$ cat src/rtl/uart_tx.sv
// uart_tx: 8N1 UART transmitter with a small write FIFO.
// Host bytes are queued in the FIFO and sent on tx as start bit, 8 data
// bits LSB-first and one stop bit. Back-to-back frames have no idle gap.
//
// Ports:
//   clock       system clock, rising edge
//   reset       asynchronous, active-low reset
//   i_dat       byte to transmit, sampled when i_wr is high
//   i_wr        write strobe, one byte per high cycle
//   tx          serial line, idle high, registered
//   o_full      FIFO holds FIFO_DEPTH entries
//   o_empty     FIFO holds no entries
//   o_busy      a frame is on the line
//   o_done      one-cycle pulse after a frame's stop bit completes
//   o_overflow  one-cycle pulse after a write dropped on a full FIFO
module uart_tx #(
    parameter int unsigned CLKS_PER_BIT = 1250,
    parameter int unsigned FIFO_DEPTH   = 4
) (
    input  logic       clock,
    input  logic       reset,
    input  logic [7:0] i_dat,
    input  logic       i_wr,
    output logic       tx,
    output logic       o_full,
    output logic       o_empty,
    output logic       o_busy,
    output logic       o_done,
    output logic       o_overflow
);

    localparam int unsigned CNT_W = (CLKS_PER_BIT > 1) ? $clog2(CLKS_PER_BIT) : 1;
    localparam int unsigned PTR_W = (FIFO_DEPTH > 1) ? $clog2(FIFO_DEPTH) : 1;
    localparam int unsigned LVL_W = PTR_W + 1;

    localparam logic [CNT_W-1:0] BIT_LAST = CNT_W'(CLKS_PER_BIT - 1);
    localparam logic [LVL_W-1:0] LVL_FULL = LVL_W'(FIFO_DEPTH);

    typedef enum logic [1:0] {
        IDLE  = 2'd0,
        START = 2'd1,
        DATA  = 2'd2,
        STOP  = 2'd3
    } state_t;

    state_t           state, state_nx;
    logic [CNT_W-1:0] bit_cnt, bit_cnt_nx;
    logic [2:0]       bit_idx, bit_idx_nx;
    logic [7:0]       shift, shift_nx;
    logic             bit_end;
    logic             tx_nx;
    logic             done_nx;
    logic             pop;

    logic [7:0]       mem [FIFO_DEPTH];
    logic [PTR_W-1:0] wr_ptr;
    logic [PTR_W-1:0] rd_ptr;
    logic [LVL_W-1:0] level;
    logic [LVL_W-1:0] level_nx;
    logic             wr_ok;
    logic [7:0]       head;

    // A write is judged against the pre-edge full flag; a same-edge pop does not make room.
    assign wr_ok    = i_wr && !o_full;
    assign head     = mem[rd_ptr];
    assign level_nx = level + LVL_W'(wr_ok) - LVL_W'(pop);
    assign bit_end  = (bit_cnt == BIT_LAST);

    // FIFO storage; contents need no reset because the pointers gate them.
    always_ff @(posedge clock) begin
        if (wr_ok) begin
            mem[wr_ptr] <= i_dat;
        end
    end

    // FIFO pointers, occupancy and flags.
    always_ff @(posedge clock or negedge reset) begin
        if (!reset) begin
            wr_ptr  <= '0;
            rd_ptr  <= '0;
            level   <= '0;
            o_full  <= 1'b0;
            o_empty <= 1'b1;
        end else begin
            if (wr_ok) begin
                wr_ptr <= wr_ptr + PTR_W'(1);
            end
            if (pop) begin
                rd_ptr <= rd_ptr + PTR_W'(1);
            end
            level   <= level_nx;
            o_full  <= (level_nx == LVL_FULL);
            o_empty <= (level_nx == '0);
        end
    end

    // FSM and datapath state register.
    always_ff @(posedge clock or negedge reset) begin
        if (!reset) begin
            state   <= IDLE;
            bit_cnt <= '0;
            bit_idx <= '0;
            shift   <= '0;
        end else begin
            state   <= state_nx;
            bit_cnt <= bit_cnt_nx;
            bit_idx <= bit_idx_nx;
            shift   <= shift_nx;
        end
    end

    // Next-state, FIFO pop and next line value.
    always_comb begin
        state_nx   = state;
        bit_cnt_nx = bit_cnt;
        bit_idx_nx = bit_idx;
        shift_nx   = shift;
        pop        = 1'b0;
        done_nx    = 1'b0;
        tx_nx      = 1'b1;

        case (state)
            IDLE: begin
                bit_cnt_nx = '0;
                if (!o_empty) begin
                    pop        = 1'b1;
                    shift_nx   = head;
                    bit_idx_nx = '0;
                    state_nx   = START;
                end
            end
            START: begin
                if (bit_end) begin
                    bit_cnt_nx = '0;
                    state_nx   = DATA;
                end else begin
                    bit_cnt_nx = bit_cnt + CNT_W'(1);
                end
            end
            DATA: begin
                if (bit_end) begin
                    bit_cnt_nx = '0;
                    shift_nx   = {1'b0, shift[7:1]};
                    bit_idx_nx = bit_idx + 3'd1;
                    if (bit_idx == 3'd7) begin
                        state_nx = STOP;
                    end
                end else begin
                    bit_cnt_nx = bit_cnt + CNT_W'(1);
                end
            end
            STOP: begin
                if (bit_end) begin
                    bit_cnt_nx = '0;
                    done_nx    = 1'b1;
                    // Chain straight into the next start bit when more data is queued.
                    if (!o_empty) begin
                        pop        = 1'b1;
                        shift_nx   = head;
                        bit_idx_nx = '0;
                        state_nx   = START;
                    end else begin
                        state_nx = IDLE;
                    end
                end else begin
                    bit_cnt_nx = bit_cnt + CNT_W'(1);
                end
            end
            default: begin
                state_nx = IDLE;
            end
        endcase

        // Line value follows the state being entered so tx changes with the state flop.
        case (state_nx)
            IDLE:    tx_nx = 1'b1;
            START:   tx_nx = 1'b0;
            DATA:    tx_nx = shift_nx[0];
            STOP:    tx_nx = 1'b1;
            default: tx_nx = 1'b1;
        endcase
    end

    // Registered outputs.
    always_ff @(posedge clock or negedge reset) begin
        if (!reset) begin
            tx         <= 1'b1;
            o_busy     <= 1'b0;
            o_done     <= 1'b0;
            o_overflow <= 1'b0;
        end else begin
            tx         <= tx_nx;
            o_busy     <= (state_nx != IDLE);
            o_done     <= done_nx;
            o_overflow <= i_wr && o_full;
        end
    end

endmodule

$ cat config.mk
export PLATFORM = sky130hd
export DESIGN_NAME = uart_tx
export DESIGN_NICKNAME = d
export VERILOG_FILES = /design/src/rtl/uart_tx.sv
export SDC_FILE = /design/constraint.sdc
export NUM_CORES = 1
export LEC_CHECK = 0
export ABC_AREA = 1
export ABC_CLOCK_PERIOD_IN_PS = 5900
export CAP_MARGIN = 20
export CORE_MARGIN = 4
export CORE_UTILIZATION = 42
export DETAILED_ROUTE_END_ITERATION = 8
export GPL_TIMING_DRIVEN = 0
export PLACE_DENSITY = 0.65
export SKIP_LAST_GASP = 1
export SYNTH_ARGS = -nofsm -noshare
export SYNTH_HDL_FRONTEND = slang
export SYNTH_SLANG_ARGS = --single-unit
$ cat constraint.sdc
create_clock -name clock -period 5.9 [get_ports clock]
set_clock_uncertainty 0.2 [all_clocks]
set_input_delay 0.59 -clock clock [delete_from_list [all_inputs] [get_ports clock]]
set_output_delay 0.59 -clock clock [all_outputs]
set_load 0.02 [all_outputs]
==> results of run 1 <==
==> power by group through the flow <==
stage | combinational [uW] | sequential [uW] | clock (uW)
floorplan | 110 | 606 | 0
global placement | 164 | 607 | 0
detailed placement | 171 | 609 | 0
CTS | 172 | 599 | 431
global route | 192 | 603 | 448
finish | 166 | 598 | 419
==> layout make-up <==
type / count / area (um^2)
fillers: 727 / 3900
flip-flops and latches: 69 / 1890
multi-input cells: 214 / 1290
inverters: 47 / 181
repair buffers: 16 / 155
well taps: 102 / 128
clock buffers: 9 / 124
clock inverters: 7 / 88.8
plain buffers: 5 / 53.8
==> worst max-delay path by stage <==
stage               cells past startpoint  endpoint  slack (ns)
global placement                        8    o_full        2.97
detailed placement                      8    o_full        2.91
finish                                 13    o_full        3.08
floorplan                              13    o_full        3.32
global route                           13    o_full        2.88
CTS                                    13    o_full        3.03
==> critical path, stage by stage, from the launching register on <==
cell and delay (ns):
dfrtp_1 0.45, ha_1 0.24, nand2_1 0.11, nor2_4 0.05, nand4_2 0.11, nand2_4 0.11, nand2_4 0.09, inv_1 0.06
ha_1 0.27, inv_1 0.04, ha_1 0.19, fa_1 0.39, xor2_1 0.24, nor3b_1 0.19
==> metrics by stage <==
stage                     power, uW  instance area, um^2
final                          1180                 3910
after global routing           1240                 3910
after CTS                      1200                 3910
after detailed placement        780                 3700
after global placement          771                 3700
after floorplan                 716                 3410
==> logic make-up after synthesis <==
| kind of cell | Yosys count | share of synthesized area, % |
|---|---|---|
| xor gates and xnor gates | 8 | 2.05 |
| DFF | 69 | 55.4 |
| adders and majority gates | 19 | 7.18 |
| buffers and inverters | 52 | 6.89 |
| and+or+nand+nor | 128 | 18.5 |
| AOI/OAI and AO/OA | 59 | 10.0 |
==> flip-flops by register name, summed over array words and instances, names as in the netlist, 2 cells and up <==
name     flops
level        3
state        2
bit_cnt     11
wr_ptr       2
shift        8
bit_idx      3
mem         32
rd_ptr       2
==> per-layer routing <==
metal	global-route usage, %	wire, um
met1	17.8	2750
met2	23.2	3120
met3	2.71	197
met4	6.93	100
met5	0	0
==> placed cells by master, fill, tap and decap left out, types with 3 or more instances in the layout <==
cell type,instances
inv_1,40
nand2_1,50
nor2_4,3
ha_1,18
o21ai_1,23
clkbuf_8,9
xor2_1,6
nand2_4,3
nor3_1,4
nor2_1,42
dfrtp_1,35
a21oi_1,6
buf_6,3
nand3_1,6
inv_2,6
clkdlybuf4s50_1,15
edfxtp_1,32
nand3_2,4
o21ai_0,19
nand2_2,5
nor3_2,3
==> impl_metrics.py, run 1 <==
metrics = {
    "outcome": {
        "outcome": "completed",
    },
    "finish": {
        "area_delta_synth_final_pct": 14.5,
        "final_cells": 469,
        "antenna_cells": 0,
        "nets": 392,
        "final_util_pct": 50.1,
        "drive_gt1_share_pct": 15.0,
    },
    "drt": {
        "via_per_inst": 4.87,
        "routedWlPerCell_um": 13.2,
        "vias": 2286,
        "drt_iter0_markers": 87,
        "drt_wl_total_um": 6170,
        "drc_errors": 0,
        "first_pass_iters": 5,
        "ant_nets": 0,
    },
    "cts": {
        "clkTransAtPathRegs_ns": 0.08,
        "cts_buffers": 9,
        "clock-root-buffer": "clkbuf_8",
        "cts.repair.resized": 0,
        "cts_max_level": 3,
        "cts_tree": "built",
        "cts_buffer_depth": 2,
        "ctsHoldBuffers": 0,
        "insertion_delay_ns": 0.34,
        "cts.sinks": 69,
        "post-cts-setup-buffer-count": 0,
    },
    "floorplanning": {
        "ios": 17,
        "die_height_um": 98.2,
        "core_um2": 7810,
        "dieArea_um2": 9630,
        "initial_core_util_pct": 43.7,
        "num_rows": 32,
        "die_x_um": 98.2,
    },
    "sta": {
        "setup_ws_ns": 3.08,
        "worst_pin_slew_ns": 0.854,
        "rsz0062_at_grt": "no",
        "hold_viol": 0,
        "slew_headroom_pct": 42.8,
        "finalMaxSlewViolations": 0,
        "fin_crit_sh_pct": 47.8,
        "fin_crit_ns": 2.82,
        "setup_violations": 0,
        "max_freq_mhz": 354,
        "holdWs_ns": 0.140,
        "fin_setup_tns_ns": 0,
    },
    "logic_synthesis": {
        "yosys_most_used_dff": "dfrtp_1",
        "ys.warnings.count": 0,
        "synth_top_area_cell": "edfxtp_1",
        "synthTopCellsByCount": "nand2_1 (50), nor2_1 (42), inv_1 (40), dfrtp_1 (35), edfxtp_1 (32)",
        "synth_top_cell_area_share_pct": 28.2,
        "yosysSeqAreaShare_pct": 55.4,
        "synthArstFlopShare_pct": 53.6,
        "synth_cells": 335,
        "ys_ff_latch": 69,
        "syn_nets": 365,
        "synth-edff-count": 32,
        "synth_most_common_cell": "nand2_1",
        "synth.avg_cell_area_um2": 10.2,
        "synth.distinct_cells": 41,
        "syn_area_um2": 3410,
        "synth.top_cells.by_area": "edfxtp_1 (28%), dfrtp_1 (26%), ha_1 (6.6%), nand2_1 (5.5%), nor2_1 (4.6%)",
    },
    "setup_path": {
        "r2r_slack_ns": 3.08,
        "r2r_cells": 13,
        "startpoint_type": "flip-flop",
        "worstSetupPathType": "reg -> reg",
        "timing.rr.start": "bit_cnt[0]",
        "worstPathRequired_ns": 5.96,
        "critical_path.endpoint_type": "flip-flop",
        "critPathMaxFanout": 9,
        "r2r-end": "o_full",
        "startpoint": "bit_cnt[0]",
        "cp.arrival_ns": 2.89,
    },
    "grt": {
        "grt_max_degree": 38,
        "antenna_found_initial": 0,
        "gr-total-overflow": 0,
        "grt_use_total_pct": 14.1,
        "grt_pass1_vias": 2285,
        "grt_pass1_wl_um": 10800,
    },
    "power": {
        "switchingPower_uw": 313,
        "p_leak_uw": 0.00168,
        "p_int_uw": 871,
        "pwr-share-comb_pct": 14.1,
        "netSwitchingFraction_pct": 26.4,
        "vdd_ir_drop_max_uv": 156,
        "seqPwrFrac_pct": 50.5,
        "p_clk_share_pct": 35.4,
        "powerDensity_nw_per_um2": 303,
    },
    "min_path": {
        "hp-class": "in -> async",
    },
    "flow_run": {
        "maxCapViolCount": 0,
    },
    "place": {
        "post-place-ws_ns": 2.91,
        "port_buffers": 16,
        "hpwl_um": 4340,
        "place.gp.congestion": 0.911,
        "numPlacedInstances": 453,
    },
}
Power figures use the tool's default switching activity.
==> run 2, diff against run 1 <==
--- a/config.mk
+++ b/config.mk
@@ -6,7 +6,7 @@
 export NUM_CORES = 1
 export LEC_CHECK = 0
 export ABC_AREA = 1
-export ABC_CLOCK_PERIOD_IN_PS = 5900
+export ABC_CLOCK_PERIOD_IN_PS = 2950
 export CAP_MARGIN = 20
 export CORE_MARGIN = 4
 export CORE_UTILIZATION = 42
==> constraint.sdc (replaced) <==
create_clock -name clock -period 2.95 [get_ports clock]
set_clock_uncertainty 0.2 [all_clocks]
set_input_delay 0.295 -clock clock [delete_from_list [all_inputs] [get_ports clock]]
set_output_delay 0.295 -clock clock [all_outputs]
set_load 0.02 [all_outputs]
==> run 2 against run 1 <==
  * Clock power increased by 100%
  * Worst hold slack better by 0.15 ns
  * Sequential share of layout area decreased by 0.29 points
  * Die area unchanged
  * Largest cell class unchanged
  * Largest power group unchanged
==> impl_metrics.py, run 2 (synthesis gave the netlist of run 1 again) <==
metrics = {
    "setup_path": {
        "cpPeakStageDelay_ns": 0.45,
        "r2r_cells": 13,
        "cpMostUsedCell": "ha_1",
        "startpoint_type": "flip-flop",
        "critical_path.endpoint_type": "flip-flop",
        "worstPathRequired_ns": 3.01,
        "worstSetupPathType": "reg -> reg",
        "worstPathCellList": "ha_1 -> nand2_1 -> nor2_4 -> nand4_2 -> nand2_4 -> nand2_4 -> inv_1 -> ha_1 -> inv_1 -> ha_1 -> fa_1 -> xor2_2 -> nor3b_1",
        "critPathMaxFanout": 6,
        "cp.arrival_ns": 2.78,
        "crit_slowest_cell": "dfrtp_2",
    },
    "sta": {
        "hold_viol": 0,
        "worst_pin_slew_ns": 0.847,
        "fin_crit_ns": 2.72,
        "setup_ws_ns": 0.228,
        "rsz0062_at_grt": "no",
        "fin_setup_tns_ns": 0,
        "max_freq_mhz": 367,
        "slew_headroom_pct": 43.3,
        "setup_violations": 0,
        "finalMaxSlewViolations": 0,
        "fin_crit_sh_pct": 92.3,
    },
    "place": {
        "port_buffers": 16,
        "numPlacedInstances": 453,
        "post-place-ws_ns": 0.0965,
        "place.gp.congestion": 0.911,
        "hpwl_um": 4340,
        "placed_area_um2": 3700,
    },
    "grt": {
        "antenna_found_initial": 0,
        "grt_max_degree": 38,
        "grt_pass1_vias": 2285,
        "grt_pass1_wl_um": 10800,
        "gr-total-overflow": 0,
        "grt_use_total_pct": 14.1,
    },
    "power": {
        "powerDensity_nw_per_um2": 606,
        "vdd_ir_drop_max_uv": 313,
        "p_int_uw": 1750,
        "p_leak_uw": 0.00169,
        "seqPwrFrac_pct": 50.2,
        "pwr-share-comb_pct": 14.6,
        "p_clk_share_pct": 35.1,
        "netSwitchingFraction_pct": 26.5,
        "switchingPower_uw": 633,
    },
    "min_path": {
        "hold_depth": 1,
        "hp-class": "reg -> reg",
    },
    "floorplanning": {
        "ios": 17,
        "initial_core_util_pct": 43.7,
        "die_x_um": 98.2,
        "die_height_um": 98.2,
        "dieArea_um2": 9630,
        "core_um2": 7810,
        "num_rows": 32,
    },
    "finish": {
        "layout_commonest_cell": "nand2_1",
        "final_util_pct": 50.4,
        "layout.area.seq_um2": 1890,
        "antenna_cells": 0,
        "final_cells": 471,
        "area_delta_synth_final_pct": 15.3,
        "reg_top3": "mem x32, bit_cnt x11, shift x8",
        "drive_gt1_share_pct": 15.7,
        "largest_reg_flops": 32,
        "nets": 394,
        "n_fill_cell": 723,
        "regMostFlops": "mem",
        "multiInputGateArea_um2": 1300,
        "stdcell_area_um2": 3940,
        "most-common-layout-cells": "nand2_1 (50), nor2_1 (42), inv_1 (40)",
    },
    "cts": {
        "cts.sinks": 69,
        "cts_max_level": 3,
        "cts_buffers": 9,
        "cts_tree": "built",
        "clock-root-buffer": "clkbuf_8",
        "insertion_delay_ns": 0.34,
        "cts_buffer_depth": 2,
        "clkTransAtPathRegs_ns": 0.08,
    },
    "drt": {
        "vias": 2270,
        "routedWlPerCell_um": 13.1,
        "first_pass_iters": 4,
        "drc_errors": 0,
        "drt_wl_total_um": 6190,
        "drt_iter0_markers": 103,
        "via_per_inst": 4.82,
        "ant_nets": 0,
    },
    "flow_run": {
        "maxCapViolCount": 0,
    },
    "outcome": {
        "outcome": "completed",
    },
}
## run 2: power by group through the flow
| stage | Combinational (uW) | Clock, uW | Sequential, uW |
|---|---|---|---|
| final | 349 | 837 | 1200 |
| after detailed placement | 342 | 0 | 1220 |
| after global placement | 328 | 0 | 1210 |
| after CTS | 345 | 862 | 1200 |
| after global routing | 400 | 895 | 1210 |
| after floorplan | 220 | 0 | 1210 |
## run 2: critical path: cells and delay by family (launching register included)
kind,cells,cell delay [ns]
buffers and inverters,2,0.10
and+or+nand+nor,6,0.61
DFF,1,0.45
xor gates and xnor gates,1,0.18
adders and majority gates,4,1.10
## run 2: what timing repair did
item	CTS	global route
hold buffers	1	0
buffers inserted	0	1
resized for setup	0	2
endpoints found under the setup margin	0	2
hold endpoints to repair	35	0
## run 2: metrics by stage
| step | total power (uW) | hold slack [ns] |
|---|---|---|
| detailed placement | 1560 | 0.254 |
| CTS | 2400 | 0.293 |
| floorplan | 1430 | -0.201 |
| finish | 2380 | 0.290 |
| global route | 2500 | 0.306 |
| global placement | 1540 | 0.262 |
## run 2: layout make-up
| cell class | instances | area share (%) |
|---|---|---|
| Clock inverter | 7 | 2.26 |
| Timing Repair Buffer | 18 | 4.39 |
| Multi-Input combinational cell | 214 | 32.9 |
| Inverter | 47 | 4.61 |
| Buffer | 5 | 1.37 |
| Sequential cell | 69 | 48.0 |
| Tap cell | 102 | 3.24 |
| Clock buffer | 9 | 3.15 |
## run 2: path summary, 6_finish.rpt
kind,end,slack [ns],from
max reg2reg,o_full,0.23,bit_cnt[0]
min reg2reg,bit_idx[0],0.29,bit_idx[0]
min in group asynchronous,bit_cnt[7],0.38,reset
max,o_full,0.23,bit_cnt[0]
max in group asynchronous,bit_cnt[0],1.61,reset
min,bit_idx[0],0.29,bit_idx[0]
## run 2: routing by layer
layer	GRT usage [%]	vias to the layer above	share of wire [%]
li1	-	1158	-
met5	0	-	0
met4	6.93	0	1.9
met2	23.2	31	50
met1	17.8	1070	45
met3	2.71	11	3.2
